<file path="config.mk">
export PLATFORM = sky130hd
export DESIGN_NAME = prepare_batch_eng_ctrl
export DESIGN_NICKNAME = d
export VERILOG_FILES = /design/src/rtl/prepare_batch_eng_ctrl.sv
export SDC_FILE = /design/constraint.sdc
export NUM_CORES = 1
export LEC_CHECK = 0
export ABC_AREA = 1
export BUFFER_PORTS_ARGS = -buffer_cell sky130_fd_sc_hd__buf_2
export CAP_MARGIN = 40
export CORE_ASPECT_RATIO = 0.8
export CORE_MARGIN = 3
export CORE_UTILIZATION = 57
export CTS_BUF_LIST = sky130_fd_sc_hd__clkbuf_8
export DETAILED_ROUTE_END_ITERATION = 12
export PLACE_DENSITY = 0.82
export SYNTH_ARGS = -nofsm -noshare
export SYNTH_HDL_FRONTEND = slang
export SYNTH_SLANG_ARGS = --single-unit
</file>
<file path="constraint.sdc">
create_clock -name clk -period 2.2 [get_ports clk]
set_clock_uncertainty 0.1 [all_clocks]
set_input_delay 0.11 -clock clk [delete_from_list [all_inputs] [get_ports clk]]
set_output_delay 0.11 -clock clk [all_outputs]
set_load 0.02 [all_outputs]
</file>
<file path="src/rtl/prepare_batch_eng_ctrl.sv">
// Purpose: control FSM for the VR replica prepare engine that batches several PREPAREs into one PREPARE_OK.
// Latency: a message is accepted in the cycle it is offered while idle; its commit follows the later log done.
// Backpressure: the message is held off outside IDLE/BATCH_WAIT; PREPARE_OK valid/last hold until UDP ready.
module prepare_batch_eng_ctrl #(
    parameter int BATCH_MAX = 4,
    parameter int OK_FLITS  = 2,
    parameter int TIMER_W   = 16,
    parameter int BCNT_W    = $clog2(BATCH_MAX + 1)
) (
    input  logic               clk,
    input  logic               rst_n,
    input  logic               manage_prep_msg_val,
    output logic               prep_manage_msg_rdy,
    input  logic               manage_prep_req_val,
    input  logic [BCNT_W-1:0]  cfg_batch_size,
    input  logic [TIMER_W-1:0] cfg_timeout,
    output logic               ctrl_datap_store_info,
    input  logic               datap_ctrl_flush_now,
    input  logic               datap_ctrl_log_has_space,
    output logic               start_req_ingest,
    input  logic               log_write_done,
    output logic               start_log_clean,
    input  logic               log_clean_done,
    output logic               prep_vr_state_wr_req,
    output logic               prep_to_udp_meta_val,
    input  logic               to_udp_prep_meta_rdy,
    output logic               prep_to_udp_data_val,
    output logic               prep_to_udp_data_last,
    input  logic               to_udp_prep_data_rdy,
    output logic               ctrl_datap_batch_clr,
    output logic [BCNT_W-1:0]  batch_count,
    output logic               prep_engine_rdy
);

    localparam int FLIT_W = (OK_FLITS > 1) ? $clog2(OK_FLITS) : 1;
    localparam logic [BCNT_W-1:0] BMAX_C    = BCNT_W'(BATCH_MAX);
    localparam logic [FLIT_W-1:0] LAST_FLIT = FLIT_W'(OK_FLITS - 1);

    localparam logic [2:0] S_IDLE       = 3'd0;
    localparam logic [2:0] S_ACCEPT     = 3'd1;
    localparam logic [2:0] S_WAIT_LOG   = 3'd2;
    localparam logic [2:0] S_DECIDE     = 3'd3;
    localparam logic [2:0] S_BATCH_WAIT = 3'd4;
    localparam logic [2:0] S_SEND_META  = 3'd5;
    localparam logic [2:0] S_SEND_DATA  = 3'd6;

    logic [2:0]         state;
    logic [2:0]         state_nxt;
    logic [BCNT_W-1:0]  batch_cnt;
    logic [BCNT_W-1:0]  eff_size;
    logic [TIMER_W-1:0] timer;
    logic [FLIT_W-1:0]  flit_cnt;
    logic               wr_seen;
    logic               clean_seen;

    logic in_wait;
    logic timeout_hit;
    logic take_msg;
    logic commit;
    logic flush;
    logic last_flit;
    logic ok_done;

    // Timeout is only acted on while a batch is open (BATCH_WAIT / DECIDE).
    assign in_wait     = (state == S_IDLE) || (state == S_BATCH_WAIT);
    assign timeout_hit = (timer >= cfg_timeout);
    // A due timeout beats a same-cycle message: the message stays pending for the next batch.
    assign take_msg    = in_wait && manage_prep_msg_val && manage_prep_req_val &&
                         !((state == S_BATCH_WAIT) && timeout_hit);
    // Same-cycle done inputs count together with the sticky copies.
    assign commit      = (state == S_WAIT_LOG) &&
                         (wr_seen || log_write_done) && (clean_seen || log_clean_done);
    assign flush       = (batch_cnt >= eff_size) || datap_ctrl_flush_now ||
                         !datap_ctrl_log_has_space || timeout_hit;
    assign last_flit   = (flit_cnt == LAST_FLIT);
    assign ok_done     = (state == S_SEND_DATA) && to_udp_prep_data_rdy && last_flit;

    assign prep_manage_msg_rdy   = take_msg;
    assign start_req_ingest      = take_msg;
    assign start_log_clean       = take_msg;
    assign ctrl_datap_store_info = in_wait;
    assign prep_engine_rdy       = in_wait;
    assign prep_vr_state_wr_req  = commit;
    assign prep_to_udp_meta_val  = (state == S_SEND_META);
    assign prep_to_udp_data_val  = (state == S_SEND_DATA);
    assign prep_to_udp_data_last = (state == S_SEND_DATA) && last_flit;
    assign ctrl_datap_batch_clr  = ok_done;
    assign batch_count           = batch_cnt;

    // Clamp the configured batch size into 1..BATCH_MAX.
    always_comb begin
        eff_size = cfg_batch_size;
        if (cfg_batch_size == '0) begin
            eff_size = BCNT_W'(1);
        end else if (cfg_batch_size > BMAX_C) begin
            eff_size = BMAX_C;
        end
    end

    // Next-state selection.
    always_comb begin
        state_nxt = state;
        case (state)
            S_IDLE: begin
                if (take_msg) state_nxt = S_ACCEPT;
            end
            S_BATCH_WAIT: begin
                if (timeout_hit)   state_nxt = S_SEND_META;
                else if (take_msg) state_nxt = S_ACCEPT;
            end
            S_ACCEPT:   state_nxt = S_WAIT_LOG;
            S_WAIT_LOG: begin
                if (commit) state_nxt = S_DECIDE;
            end
            S_DECIDE:   state_nxt = flush ? S_SEND_META : S_BATCH_WAIT;
            S_SEND_META: begin
                if (to_udp_prep_meta_rdy) state_nxt = S_SEND_DATA;
            end
            S_SEND_DATA: begin
                if (ok_done) state_nxt = S_IDLE;
            end
            default:    state_nxt = S_IDLE;
        endcase
    end

    // State register.
    always_ff @(posedge clk or negedge rst_n) begin
        if (!rst_n) state <= S_IDLE;
        else        state <= state_nxt;
    end

    // Prepares in the open batch: bumped on each commit, cleared when the PREPARE_OK completes.
    always_ff @(posedge clk or negedge rst_n) begin
        if (!rst_n) begin
            batch_cnt <= '0;
        end else if (ok_done) begin
            batch_cnt <= '0;
        end else if (commit && (batch_cnt < BMAX_C)) begin
            batch_cnt <= batch_cnt + BCNT_W'(1);
        end
    end

    // Batch age: starts at the first accept, runs while a prepare is in flight or batched, saturates.
    always_ff @(posedge clk or negedge rst_n) begin
        if (!rst_n) begin
            timer <= '0;
        end else if (ok_done) begin
            timer <= '0;
        end else if (take_msg && (batch_cnt == '0)) begin
            timer <= '0;
        end else if (((batch_cnt != '0) || (state == S_ACCEPT) || (state == S_WAIT_LOG)) &&
                     (timer != {TIMER_W{1'b1}})) begin
            timer <= timer + TIMER_W'(1);
        end
    end

    // Flit index within the PREPARE_OK payload.
    always_ff @(posedge clk or negedge rst_n) begin
        if (!rst_n) begin
            flit_cnt <= '0;
        end else if (state == S_SEND_META) begin
            flit_cnt <= '0;
        end else if ((state == S_SEND_DATA) && to_udp_prep_data_rdy) begin
            flit_cnt <= last_flit ? '0 : flit_cnt + FLIT_W'(1);
        end
    end

    // Sticky log-engine completions so pulse and level dones both work.
    always_ff @(posedge clk or negedge rst_n) begin
        if (!rst_n) begin
            wr_seen    <= 1'b0;
            clean_seen <= 1'b0;
        end else if (state == S_ACCEPT) begin
            wr_seen    <= 1'b0;
            clean_seen <= 1'b0;
        end else if (state == S_WAIT_LOG) begin
            wr_seen    <= wr_seen || log_write_done;
            clean_seen <= clean_seen || log_clean_done;
        end
    end

endmodule

</file>
==> results.sh, run 1 <==
export IMPL_multi_input_area_um2=1190
export IMPL_power_density_nw_per_um2=1210
export IMPL_hold_viol_final=0
export IMPL_status="finished, final reports clean"
export IMPL_ios=42
export IMPL_num_antenna_cells=0
export IMPL_worstMarginPinSlew_ps=589
export IMPL_nFillCells=251
export IMPL_die_w_um=73.1
export IMPL_setup_violations=0
export IMPL_postRouteWirelength_mm=4.53
export IMPL_min_path_type="input pin to flop"
export IMPL_crit_required_ps=1990
export IMPL_syn2layout_area_growth_pct=18.9
export IMPL_routabilityCongestion=0.899
export IMPL_worst_setup_path_start_kind="flop"
export IMPL_grt_pass1_wl_mm=7.20
export IMPL_grtUsageMet3_pct=4.54
export IMPL_ys_top_cells_by_area="dfrtp_1, ha_1, nand2_1"
export IMPL_syn_inst=292
export IMPL_p_leak_uw=0.00143
export IMPL_cts_tree="built"
export IMPL_dp_cells=369
export IMPL_antenna_found_initial=0
export IMPL_period_share_pct=96.2
export IMPL_max_slew_margin_rel_pct=60.7
export IMPL_route_detailed_drc=0
export IMPL_syn_nets=343
export IMPL_cap_violations=0
export IMPL_root_buffer="clkbuf_8"
export IMPL_drtPass1Iterations=4
export IMPL_die_height_um=59.7
export IMPL_busiest_layer="met2"
export IMPL_cts_buffer_depth=2
export IMPL_yosysTopAreaCell="dfrtp_1"
export IMPL_met2_usage_pct=32.5
export IMPL_numCtsBuffers=3
export IMPL_htreeDepth=1
export IMPL_clk_latency_ps=270
export IMPL_layout_nets=396
export IMPL_core_um2=3270
export IMPL_timing_hold_ws_ps=12.3
export IMPL_ant_nets=0
export IMPL_dieArea_um2=4370
export IMPL_ys_warn_count=0
export IMPL_wl_per_cell_um=11.8
export IMPL_r2r_slack_ps=120
export IMPL_drive_gt1_share_pct=24.1
export IMPL_drt_iter0_markers=156
export IMPL_grtUsageMet1_pct=30.6
export IMPL_initial_core_util_pct=63.0
export IMPL_p_total_uw=2960
export IMPL_vias_per_cell=4.96
export IMPL_final_cells=384
export IMPL_globalRouteOverflowTotal=0
export IMPL_crit_path_end_kind="output pin"
export IMPL_crit_arrival_ps=1910
export IMPL_ir_drop_v=0.000648
export IMPL_clock_sinks=25
export IMPL_grt_max_degree=26
export IMPL_worstPathMaxFanout=4
export IMPL_synth_top_area_share_pct=30.4
export IMPL_grtUsageTotal_pct=21.3
export IMPL_seq_area_frac_synth_pct=30.4
export IMPL_clkSlewWorstSetupHoldPaths_ps=90
export IMPL_fmax_mhz=472
export IMPL_rows=18
export IMPL_crit_type="flop to output pin"
export IMPL_synth_area_um2=2060
export IMPL_vias=1905
export IMPL_grt_pass1_vias=1638
export IMPL_final_seq_area_um2=629
export IMPL_synthDistinctLibCells=30
export IMPL_dp_hpwl_mm=3.44
export IMPL_final_cell_area_um2=2440
export IMPL_period_needed_ps=2120
export IMPL_synth_area_per_cell_um2=7.04
export IMPL_synth_ff_latch_count=25
export IMPL_portBuffers=41
export IMPL_slew_violations=0
export IMPL_setup_tns_ps=0
export IMPL_place_area_um2=2280
## repair_timing
action	in CTS	in global routing
hold buffers	2	0
setup buffers	0	9
gates resized for setup	1	10
endpoints found under the hold margin	26	0
endpoints found under the setup margin	3	19
pin swaps	0	3
## area by class of cell
cell class	instances	share of cell area (%)
Clock inverter	1	0.154
Timing Repair Buffer	53	12.6
Multi-Input combinational cell	202	48.5
Inverter	60	9.22
Tap cell	40	2.05
Clock buffer	3	1.69
Sequential cell	25	25.8
## worst max-delay path, stage by stage, from the launching register on
cell     delay [ps]
dfrtp_2         440
ha_1            310
nand2_1          70
inv_1            50
nand2_1          50
nand2_1          50
nor2_1          100
nand2_1          50
nand2_1          80
nand2_2          90
a21oi_4         180
buf_4           160
## worst paths after layout
kind / from / end / depth (start not counted)
max reg2reg: timer[7] / timer[5] / 13
min in group asynchronous: rst_n / state[1] / 2
max: timer[7] / start_log_clean / 11
min: log_clean_done / clean_seen / 3
max in group asynchronous: rst_n / timer[10] / 2
min reg2reg: wr_seen / wr_seen / 2
## per-layer routing
metal | vias up | part of all wire (%)
met1 | 850 | 48
met5 | - | 0
met3 | 8 | 5.7
met4 | 0 | 1.8
met2 | 46 | 45
li1 | 1001 | -
## cell usage after synthesis
cell,instances
a211oi_1,1
a21oi_1,12
buf_2,1
buf_4,3
buf_6,1
dfrtp_1,25
ha_1,22
inv_1,57
inv_2,3
nand2_1,68
nand2_2,2
nand2_4,1
nand3_1,12
nand3b_1,1
nand4_1,5
nand4_2,1
nor2_1,42
nor2_2,6
nor2_4,2
nor3_1,2
nor3_2,2
o211ai_2,1
o21a_1,2
o21ai_0,7
o21ai_2,2
o21bai_1,1
o21bai_2,1
xnor2_1,1
xor2_1,7
xor2_2,1
## state kept, by name (all words and copies together), names as in the netlist
name	cells
timer	16
batch_count	3
state	3
clean_seen	1
flit_cnt	1
wr_seen	1
## kinds of logic after synthesis
logic type / after synthesis / share of synthesized area, %
xor gates and xnor gates: 9 / 4.20
adders and majority gates: 22 / 13.4
AOI/OAI and AO/OA: 27 / 8.09
DFF: 25 / 30.4
and+or+nand+nor: 144 / 31.0
buffers and inverters: 65 / 12.8
## report_power, final
part	internal [uW]	switching [uW]
Sequential	699	245
Clock	125	149
Combinational	718	1020
## placed cells by master, fill, tap and decap left out, types with 2 or more instances in the layout
cell type / synthesis / routed
dfrtp_2: 0 / 3
o21ai_0: 7 / 7
ha_1: 22 / 22
nor3_1: 2 / 2
o21ai_2: 2 / 2
o21a_1: 2 / 2
nor2_4: 2 / 2
buf_4: 3 / 13
nand2_2: 2 / 3
nand4_1: 5 / 5
nand3_1: 12 / 12
nor2_2: 6 / 7
a21oi_1: 12 / 10
nor3_2: 2 / 2
clkbuf_8: 0 / 3
inv_1: 57 / 58
xor2_1: 7 / 7
buf_2: 1 / 38
dlygate4sd3_1: 0 / 2
inv_2: 3 / 3
nor2_1: 42 / 41
dfrtp_1: 25 / 22
nand2_1: 68 / 67
## stage by stage
stage | worst slack (ps) | utilization, %
2_1_floorplan | 153 | -
3_3_place_gp | 206 | 69.8
3_5_place_dp | 164 | 69.8
4_1_cts | 48.9 | 71.9
5_1_grt | -46.8 | 74.8
6_report | 83.1 | 74.8
(Power assumes the default switching activity.)
==> run 2, diff against run 1 <==
--- a/config.mk
+++ b/config.mk
@@ -12,8 +12,11 @@
 export CORE_MARGIN = 3
 export CORE_UTILIZATION = 57
 export CTS_BUF_LIST = sky130_fd_sc_hd__clkbuf_8
+export CTS_CLUSTER_SIZE = 24
 export DETAILED_ROUTE_END_ITERATION = 12
+export MAX_ROUTING_LAYER = met4
 export PLACE_DENSITY = 0.82
+export SETUP_SLACK_MARGIN = 0.3
 export SYNTH_ARGS = -nofsm -noshare
 export SYNTH_HDL_FRONTEND = slang
 export SYNTH_SLANG_ARGS = --single-unit
==> run 2 against run 1 <==
Fmax is 0.78% higher. Via count increased by 7.8%. Critical path depth fell by 2. Power grew 14%. First-iteration DRC count decreased by 2.6%. Critical endpoint is now prep_manage_msg_rdy. Largest power group unchanged.
==> results.sh, run 2 (synthesis gave the netlist of run 1 again) <==
export IMPL_die_w_um=73.1
export IMPL_clkSlewWorstSetupHoldPaths_ps=90
export IMPL_cap_violations=0
export IMPL_max_slew_margin_rel_pct=60.9
export IMPL_crit_required_ps=1990
export IMPL_ant_nets=0
export IMPL_vias=2054
export IMPL_final_common_cell="nand2_1"
export IMPL_grt_pass1_vias=1817
export IMPL_fin_ws_ps=99.4
export IMPL_cts_buffer_depth=2
export IMPL_layout_common_cells="nand2_1, inv_1, buf_2"
export IMPL_period_share_pct=95.5
export IMPL_clk_latency_ps=270
export IMPL_worst_setup_path_start_kind="flop"
export IMPL_root_buffer="clkbuf_8"
export IMPL_route_detailed_drc=0
export IMPL_worstMarginPinSlew_ps=587
export IMPL_postRouteWirelength_mm=5.39
export IMPL_fin_util_pct=84.0
export IMPL_drt_iter0_markers=152
export IMPL_num_antenna_cells=0
export IMPL_top_register="timer"
export IMPL_portBuffers=41
export IMPL_cts_tree="built"
export IMPL_layout_nets=409
export IMPL_core_um2=3270
export IMPL_crit_arrival_ps=1890
export IMPL_fmax_mhz=476
export IMPL_hold_depth=3
export IMPL_grtUsageTotal_pct=24.6
export IMPL_crit_type="flop to output pin"
export IMPL_htreeDepth=1
export IMPL_crit_path_end_kind="output pin"
export IMPL_rsz0062_at_grt="true"
export IMPL_numCtsBuffers=3
export IMPL_ir_drop_v=0.000686
export IMPL_hold_viol_final=0
export IMPL_initial_core_util_pct=63.0
export IMPL_antenna_found_initial=0
export IMPL_p_leak_uw=0.00153
export IMPL_place_ws_ps=116
export IMPL_setup_tns_ps=0
export IMPL_routabilityCongestion=0.888
export IMPL_vias_per_cell=5.17
export IMPL_dp_hpwl_mm=3.43
export IMPL_drtPass1Iterations=4
export IMPL_multi_input_area_um2=1380
export IMPL_grt_max_degree=26
export IMPL_power_density_nw_per_um2=1230
export IMPL_clock_sinks=25
export IMPL_worstPathMaxFanout=3
export IMPL_ios=42
export IMPL_dieArea_um2=4370
export IMPL_slew_violations=0
export IMPL_drive_gt1_share_pct=32.5
export IMPL_syn2layout_area_growth_pct=33.4
export IMPL_grt_pass1_wl_mm=8.18
export IMPL_period_needed_ps=2100
export IMPL_die_height_um=59.7
export IMPL_rows=18
export IMPL_status="finished, final reports clean"
export IMPL_globalRouteOverflowTotal=0
export IMPL_wl_per_cell_um=13.6
export IMPL_rr_worst_depth=11
export IMPL_setup_violations=0
export IMPL_final_seq_area_um2=627
export IMPL_largest_reg_flops=16
export IMPL_nFillCells=192
export IMPL_min_path_type="input pin to flop"
## run 2: power breakdown
part           total [uW]  switching, uW  internal, uW
Sequential            925            229           696
Combinational        2170           1240           927
Clock                 283            156           127
Total                3380           1630          1750
## run 2: cell type report
| type | instances | area share (%) |
|---|---|---|
| well taps | 40 | 1.82 |
| multi-input cells | 203 | 50.4 |
| clock buffers | 3 | 1.51 |
| clock inverters | 1 | 0.182 |
| repair buffers | 65 | 15.0 |
| inverters | 60 | 8.30 |
| flip-flops and latches | 25 | 22.9 |
## run 2: final timing paths
kind	slack (ps)	start	endpoint
max	100	timer[9]	prep_manage_msg_rdy
min	30	log_clean_done	clean_seen
max reg2reg	220	timer[9]	timer[10]
min reg2reg	430	wr_seen	wr_seen
max in group asynchronous	1330	rst_n	timer[6]
min in group asynchronous	260	rst_n	state[1]
## run 2: through the flow
stage / cell area, um^2 / std cells / power, uW / hold slack [ps]
finish: 2740 / 397 / 3380 / 27.7
global route: 2740 / 397 / 3700 / 44.0
CTS: 2560 / 389 / 3070 / 25.7
detailed placement: 2280 / 369 / 2510 / 50.6
global placement: 2280 / 369 / 2460 / 41.8
floorplan: 2060 / 292 / 2140 / -286
## run 2: critical path, stage by stage, from the launching register on
cell and delay (ps):
dfrtp_1 410, ha_1 310, nand2_1 90, nand2_1 60, nand2_1 60, a21oi_1 70, nor2_2 180, nand2_4 90
a21oi_4 190, buf_6 150
## run 2: routing by layer
| metal | vias to the layer above | wire, um | track usage, % |
|---|---|---|---|
| met4 | 0 | 62 | 2.63 |
| met5 | - | 0 | - |
| met2 | 83 | 2610 | 39.1 |
| li1 | 1030 | - | - |
| met3 | 9 | 373 | 4.71 |
| met1 | 932 | 2350 | 33.7 |
## run 2: repair_timing
action	in CTS	in global routing
gates cloned	1	1
setup endpoints to repair	19	21
resized for setup	17	27
endpoints found under the hold margin	26	0
pin swaps	6	8
setup buffers	13	7
hold buffers	2	0
==> run 3, diff against run 2 <==
--- a/config.mk
+++ b/config.mk
@@ -8,9 +8,11 @@
 export ABC_AREA = 1
 export BUFFER_PORTS_ARGS = -buffer_cell sky130_fd_sc_hd__buf_2
 export CAP_MARGIN = 40
+export CELL_PAD_IN_SITES_DETAIL_PLACEMENT = 1
+export CELL_PAD_IN_SITES_GLOBAL_PLACEMENT = 1
 export CORE_ASPECT_RATIO = 0.8
 export CORE_MARGIN = 3
-export CORE_UTILIZATION = 57
+export CORE_UTILIZATION = 40
 export CTS_BUF_LIST = sky130_fd_sc_hd__clkbuf_8
 export CTS_CLUSTER_SIZE = 24
 export DETAILED_ROUTE_END_ITERATION = 12
==> run 3 against run 2 <==
The run now ends with negative setup slack left. Routed wire length rose by 110%. Worst setup slack got worse by 170 ps. First-iteration DRC count rose by 36%. Non-clock buffer count rose by 22. Via count rose by 26%.
==> results.sh, run 3 (synthesis gave the netlist of run 1 again) <==
export IMPL_worst_path_most_repeated_cell="buf_4"
export IMPL_vias_per_cell=5.86
export IMPL_pwr_share_comb_pct=72.0
export IMPL_final_common_cell="inv_1"
export IMPL_nFillCells=566
export IMPL_fmax_mhz=440
export IMPL_fin_ws_ps=-70.7
export IMPL_crit_path_end_kind="flop"
export IMPL_place_area_um2=2320
export IMPL_period_needed_ps=2270
export IMPL_route_detailed_drc=0
export IMPL_die_w_um=86.2
export IMPL_period_share_pct=103
export IMPL_drt_iter0_markers=206
export IMPL_dp_hpwl_mm=4.32
export IMPL_initial_core_util_pct=43.2
export IMPL_routabilityCongestion=0.759
export IMPL_die_height_um=70.1
export IMPL_min_path_type="input pin to flop"
export IMPL_drive_gt1_share_pct=49.5
export IMPL_hold_depth=3
export IMPL_rsz0062_at_grt="true"
export IMPL_path_cells="buf_4, buf_4, nand3_2, inv_2, nand4_4, o21ai_4, clkinvlp_4, nand4_1, nand2_1, nor2_4"
export IMPL_clkSlewWorstSetupHoldPaths_ps=100
export IMPL_holdPathEnd="clean_seen"
export IMPL_rows=22
export IMPL_globalRouteOverflowTotal=0
export IMPL_numCtsBuffers=3
export IMPL_r2r_slack_ps=-70
export IMPL_timing_rr_end="timer[7]"
export IMPL_htreeDepth=1
export IMPL_worst_setup_path_start_kind="flop"
export IMPL_grt_pass1_vias=2490
export IMPL_intPower_uw=2200
export IMPL_syn2layout_area_growth_pct=57.8
export IMPL_crit_type="flop to flop"
export IMPL_hold_viol_final=0
export IMPL_final_cell_area_um2=3240
export IMPL_core_um2=4760
export IMPL_ir_drop_v=0.000804
export IMPL_max_slew_margin_rel_pct=57.1
export IMPL_final_cells=440
export IMPL_setup_tns_ps=-207
export IMPL_cts_buffer_depth=2
export IMPL_clock_sinks=25
export IMPL_postRouteWirelength_mm=11.2
export IMPL_crit_required_ps=2330
export IMPL_slew_violations=0
export IMPL_grt_max_degree=26
export IMPL_grt_pass1_wl_mm=13.4
export IMPL_grtUsageTotal_pct=29.5
export IMPL_seqPwrFrac_pct=21.4
export IMPL_power_density_nw_per_um2=1440
export IMPL_ant_nets=0
export IMPL_ios=42
export IMPL_timing_hold_ws_ps=48.2
export IMPL_cts_tree="built"
export IMPL_worstMarginPinSlew_ps=643
export IMPL_crit_arrival_ps=2400
export IMPL_wl_per_cell_um=25.5
export IMPL_r2r_start="timer[4]"
export IMPL_clkPwrFrac_pct=6.6
export IMPL_layout_nets=432
export IMPL_cap_violations=0
export IMPL_num_antenna_cells=0
export IMPL_drtPass1Iterations=5
export IMPL_cp_slowest_cell="dfrtp_1"
export IMPL_cpPeakStageDelay_ps=410
export IMPL_clk_latency_ps=290
export IMPL_rr_worst_depth=10
export IMPL_violations="negative setup slack"
export IMPL_root_buffer="clkbuf_8"
export IMPL_vias=2580
export IMPL_dp_cells=390
export IMPL_setup_violations=5
export IMPL_portBuffers=41
export IMPL_p_sw_share_pct=53.0
export IMPL_p_leak_uw=0.00171
export IMPL_hp_start="log_clean_done"
export IMPL_top_register="timer"
export IMPL_antenna_found_initial=0
export IMPL_worstPathMaxFanout=5
export IMPL_largest_reg_flops=16
export IMPL_status="finished with violations"
export IMPL_layout_common_cells="inv_1, nand2_1, buf_2"
export IMPL_dieArea_um2=6040
export IMPL_power_net_switching_uw=2480
-- run 3: changes by cell type in the layout (fill, tap and decap cells not counted), sizes merged --
cell,previous run,this run
buf,63,86
clkinvlp,0,1
dlygate4sd3,2,1
-- run 3: worst max-delay path by stage --
stage          startpoint               to  slack (ps)  cells past startpoint
3_3_place_gp     timer[7]         timer[5]         110                     13
5_1_grt          timer[4]         timer[7]         -90                     10
2_1_floorplan    timer[6]  start_log_clean         310                     11
3_5_place_dp     timer[7]         timer[6]          50                     13
6_report         timer[4]         timer[7]         -70                     10
4_1_cts          timer[6]  start_log_clean         120                     11
-- run 3: metrics by stage --
stage	utilization (%)	power (uW)	worst slack [ps]
after global placement	48.6	2510	109
after detailed placement	48.6	2610	48.5
final	68.1	4680	-70.7
after CTS	59.9	3570	123
after floorplan	-	2140	305
after global routing	68.1	4900	-89.3
-- run 3: cell type report --
cell class / count / area (um^2) / area share, %
clock buffer: 3 / 41.3 / 1.27
clock inverter: 1 / 5.00 / 0.154
inverter: 60 / 230 / 7.10
multi-input combinational: 203 / 1640 / 50.7
sequential: 25 / 631 / 19.4
tap: 60 / 75.1 / 2.31
timing repair buffer: 87 / 611 / 18.8
timing repair inverter: 1 / 7.51 / 0.231
-- run 3: repair_timing --
action,CTS,global route
cloned,3,0
endpoints found under the hold margin,25,0
resized for setup,65,58
pin swaps,20,21
endpoints found under the setup margin,19,23
setup buffers,24,18
hold buffers,1,0
-- run 3: power by group through the flow --
stage	combinational (uW)	clock (uW)	sequential, uW
6_report	3370	309	999
5_1_grt	3560	326	1010
4_1_cts	2360	299	915
3_5_place_dp	1630	0	977
3_3_place_gp	1540	0	965
2_1_floorplan	1190	0	945
-- run 3: worst max-delay path: cells and delay by family (launching register included) --
kind,cells,cell delay [ps]
compound gates,1,310
flops,1,410
simple gates,5,690
buf+inv,4,700
-- run 3: per-layer routing --
layer / global-route usage (%) / routed length [um]
met5: - / 0
met4: 8.61 / 584
met3: 4.60 / 732
met2: 47.9 / 5470
met1: 37.8 / 4450
